`src/rtl/pe_grant_sched.sv`:
```
// MSB-priority grant scheduler: sticky pending requests are issued one at a time
// as a registered one-hot grant plus binary index over a valid/ready handshake.
module pe_grant_sched #(
  parameter  int N = 8,
  localparam int W = $clog2(N)
) (
  input  logic         clk,
  input  logic         rst_n,
  input  logic [N-1:0] req,
  input  logic         flush,
  output logic         gnt_valid,
  input  logic         gnt_ready,
  output logic [N-1:0] gnt_onehot,
  output logic [W-1:0] gnt_idx,
  output logic [W:0]   pend_cnt,
  output logic         pend_any
);

  typedef enum logic {EMPTY = 1'b0, FULL = 1'b1} slot_state_e;

  slot_state_e  state_q;
  logic [N-1:0] pend_q, pend_d;
  logic [N-1:0] gnt_onehot_q;
  logic [W-1:0] gnt_idx_q;

  logic [N-1:0] sel;
  logic [W-1:0] sel_idx;
  logic         load;

  // Highest set bit wins: a bit is selected only if nothing above it is pending.
  always_comb begin
    logic seen;
    sel     = '0;
    sel_idx = '0;
    seen    = 1'b0;
    for (int i = N - 1; i >= 0; i--) begin
      if (pend_q[i] && !seen) begin
        sel[i]  = 1'b1;
        sel_idx = W'(i);
      end
      seen = seen | pend_q[i];
    end
  end

  assign load = (|pend_q) && ((state_q == EMPTY) || gnt_ready);

  // New requests are OR-ed in after the clear, so a same-cycle re-request survives.
  always_comb begin
    pend_d = pend_q;
    if (flush) begin
      pend_d = req;
    end else begin
      pend_d = (pend_q & ~(load ? sel : '0)) | req;
    end
  end

  always_ff @(posedge clk or negedge rst_n) begin
    if (!rst_n) begin
      state_q      <= EMPTY;
      pend_q       <= '0;
      gnt_onehot_q <= '0;
      gnt_idx_q    <= '0;
    end else begin
      pend_q <= pend_d;
      if (flush) begin
        state_q      <= EMPTY;
        gnt_onehot_q <= '0;
        gnt_idx_q    <= '0;
      end else if (load) begin
        state_q      <= FULL;
        gnt_onehot_q <= sel;
        gnt_idx_q    <= sel_idx;
      end else if ((state_q == FULL) && gnt_ready) begin
        state_q      <= EMPTY;
        gnt_onehot_q <= '0;
        gnt_idx_q    <= '0;
      end
    end
  end

  always_comb begin
    pend_cnt = '0;
    for (int i = 0; i < N; i++) begin
      pend_cnt = pend_cnt + (W + 1)'(pend_q[i]);
    end
  end

  assign pend_any   = |pend_q;
  assign gnt_valid  = (state_q == FULL);
  assign gnt_onehot = gnt_onehot_q;
  assign gnt_idx    = gnt_idx_q;

endmodule

```
`config.mk`:
```
export PLATFORM = sky130hd
export DESIGN_NAME = pe_grant_sched
export DESIGN_NICKNAME = d
export VERILOG_FILES = /design/src/rtl/pe_grant_sched.sv
export SDC_FILE = /design/constraint.sdc
export NUM_CORES = 1
export LEC_CHECK = 0
export CAP_MARGIN = 20
export CORE_ASPECT_RATIO = 2
export CORE_MARGIN = 4
export CORE_UTILIZATION = 37
export DETAILED_ROUTE_END_ITERATION = 10
export PLACE_DENSITY = 0.73
export RECOVER_POWER = 25
export SLEW_MARGIN = 20
export SYNTH_ARGS = -nofsm -noshare
export SYNTH_HDL_FRONTEND = slang
export SYNTH_SLANG_ARGS = --single-unit
```
`constraint.sdc`:
```
create_clock -name clk -period 5.38 [get_ports clk]
set_input_delay 0.807 -clock clk [delete_from_list [all_inputs] [get_ports clk]]
set_output_delay 0.807 -clock clk [all_outputs]
set_load 0.05 [all_outputs]
```
==> run metrics <==
top cells by area, synth=dfrtp_1, fa_1, inv_1; CTS Sinks=20; RSZ-0062 raised after global routing=false; die height=roughly 84 um; CP endpoint kind=output port; FP Rows=27; Tmin final=roughly 4700 ps; initial DRC count=31; I/O pins=29; final hold vios=0; CP Launch Type=flip-flop; Worst Skew=2.57 ps; worst endpoint required time=4570 ps; DRC Markers=0; first-pass GRT wire length=~4.4 mm; grt ovf=0; switching part of the total power=38.5%; largest net degree at the start of global routing=21; wire length on met1=978 um; worst hold path class=reg2reg; # nets final=152; Cell variety after synth=30; measured slew at the worst slew-check pin=1130 ps; Post-synth EDFFs=0; top post-synthesis cells by count=dfrtp_1, inv_1, a22o_1, a32o_1, nor2_1; DP Wirelength=2.05 mm; number of routed nets with antenna violations=0; cts hold-fix bufs=0; Switch Pwr=about 0.19 mW; number of global-route vias before repair=934; CTS root buf=clkbuf_8; Yosys warnings=0; Top FF cell, synth=dfrtp_1; Initial Util=39.0%; htree depth=1; Reg power frac=34.5%; ys async rst share=100%; most area-hungry cell type in the Yosys netlist=dfrtp_1; Synth Instances=101; Setup-failing EPs final=0; antenna violations before repair=0; wire per inst=16.0 um; top sig layer=met4; gpl congestion=0.798; PD cells=337 mW/mm2; worst skew pair latency=260 ps; final setup TNS=0 ps; Seq/Total Area, Yosys=46.3%; Logic pwr share=42.0%; 1st-pass router iterations=4; Clk pin slew, worst setup/hold paths=70 ps; clk buf depth=2; Slew Viols, Final=0; clock network fraction of total power=roughly a quarter; GRT Resource Usage Total=around 15%; Die W=roughly 46 um; CTS tree=done; Synth Area per Inst=approximately 11 um2; Yosys top cell area share=46.3%; maximum clock frequency=between 200 and 250 MHz; Int Pwr=0.296 mW; final wirelength=2.56 mm; maximum vdd drop=~330 uV; Met3 Routed Length=134 um; # Post-CTS Setup Buffers=0; core area=0.00277 mm2; share of layout cells above drive strength 1=under 10%; Antenna diodes=0; result of the run=complete, no violations; Synth Cell Area=0.00108 mm2; DIE AREA=0.00390 mm2; vias per cell=roughly 5.4; crit path DAT=3850 ps; met2 routed WL=1.40 mm; Vias=~870; leakage=approximately 0.64 nW; post-cts sizing count=0; IO buf count=28; Num CTS Buffers=3; P&R area growth vs syn=32.2%; critical path fanouts, max=5; r2r setup slk=2920 ps; Final period util=86.5%; worst hold margin=497 ps; Max Cap Viol=0; CP Class=reg2out; Post-Syn Nets=121; #FFs+latches synth=20; Slew HR=approximately a quarter
through the flow:
step	cells	worst slack (ps)	util (%)	power [mW]	area (um2)
CTS	160	715	52.1	0.485	1440
global route	160	553	51.6	0.506	1430
global placement	156	1090	50.1	0.366	1390
finish	160	724	51.6	0.481	1430
floorplan	101	1300	-	0.304	1080
detailed placement	156	1020	50.1	0.372	1390
worst max-delay path: stages (launching register included):
cell	delay (ps)
dfrtp_1	430
inv_1	140
fa_1	450
fa_1	510
fa_1	420
inv_1	70
ha_1	180
inv_1	60
fa_1	380
xnor2_1	140
clkdlybuf4s50_1	820
area by class of cell:
cell class	count	area, um2
Timing Repair Buffer	28	280
Fill cell	255	1340
Clock buffer	4	55.1
Sequential cell	20	500
Inverter	20	75.1
Tap cell	29	36.3
Multi-Input combinational cell	59	482
registers in the layout, indices dropped and copies added (netlist names):
signal	cells
gnt_valid	1
pend_q	8
gnt_onehot	8
gnt_idx	3
power by group through the flow:
stage	Clock, mW	Combinational [mW]	Sequential (mW)
5_1_grt	0.120	0.219	0.167
4_1_cts	0.114	0.204	0.167
3_3_place_gp	0	0.197	0.169
3_5_place_dp	0	0.202	0.170
2_1_floorplan	0	0.123	0.181
6_report	0.113	0.202	0.166
path summary, 6_finish.rpt:
check                               from             to  cells after the start
max                            pend_q[3]    pend_cnt[2]                     10
min                        gnt_onehot[0]  gnt_onehot[0]                      1
max reg2reg                    pend_q[7]      pend_q[0]                      4
min reg2reg                gnt_onehot[0]  gnt_onehot[0]                      1
max in group asynchronous          rst_n      pend_q[7]                      1
min in group asynchronous          rst_n      pend_q[2]                      1
kinds of logic after synthesis:
kind of cell             Yosys count  share of synthesized area (%)
adder cells (fa/ha/maj)            8                           12.0
flip-flops                        20                           46.3
AND/OR/NAND/NOR                   23                           12.7
buffers and inverters             22                           7.75
XOR/XNOR                           1                          0.810
AO/OA/AOI/OAI                     27                           20.4
per-layer routing:
layer	global-route usage, %	vias up
met1	17.2	414
met4	6.22	0
met5	0	-
met3	2.79	4
li1	-	420
met2	25.5	31
placed cells by master, fill, tap and decap left out:
| cell type | count |
|---|---|
| fa_1 | 4 |
| dlygate4sd3_1 | 1 |
| nand2_2 | 1 |
| a311oi_1 | 1 |
| nor3_1 | 4 |
| a211oi_1 | 1 |
| o21ai_0 | 2 |
| a22o_1 | 5 |
| a31o_1 | 1 |
| inv_1 | 20 |
| o31ai_1 | 2 |
| dfrtp_1 | 20 |
| xnor2_1 | 1 |
| nand2_1 | 2 |
| clkbuf_8 | 4 |
| a21oi_1 | 3 |
| nor4_1 | 1 |
| or4_1 | 1 |
| nor2_1 | 5 |
| o221ai_1 | 1 |
| o311ai_0 | 2 |
| and3_1 | 1 |
| ha_1 | 4 |
| nand3_1 | 2 |
| a32o_1 | 5 |
| clkdlybuf4s50_1 | 27 |
| nand2b_1 | 3 |
| nand4b_1 | 1 |
| a31o_2 | 3 |
| nor2b_1 | 2 |
| a21oi_2 | 1 |
(Power assumes the default switching activity.)
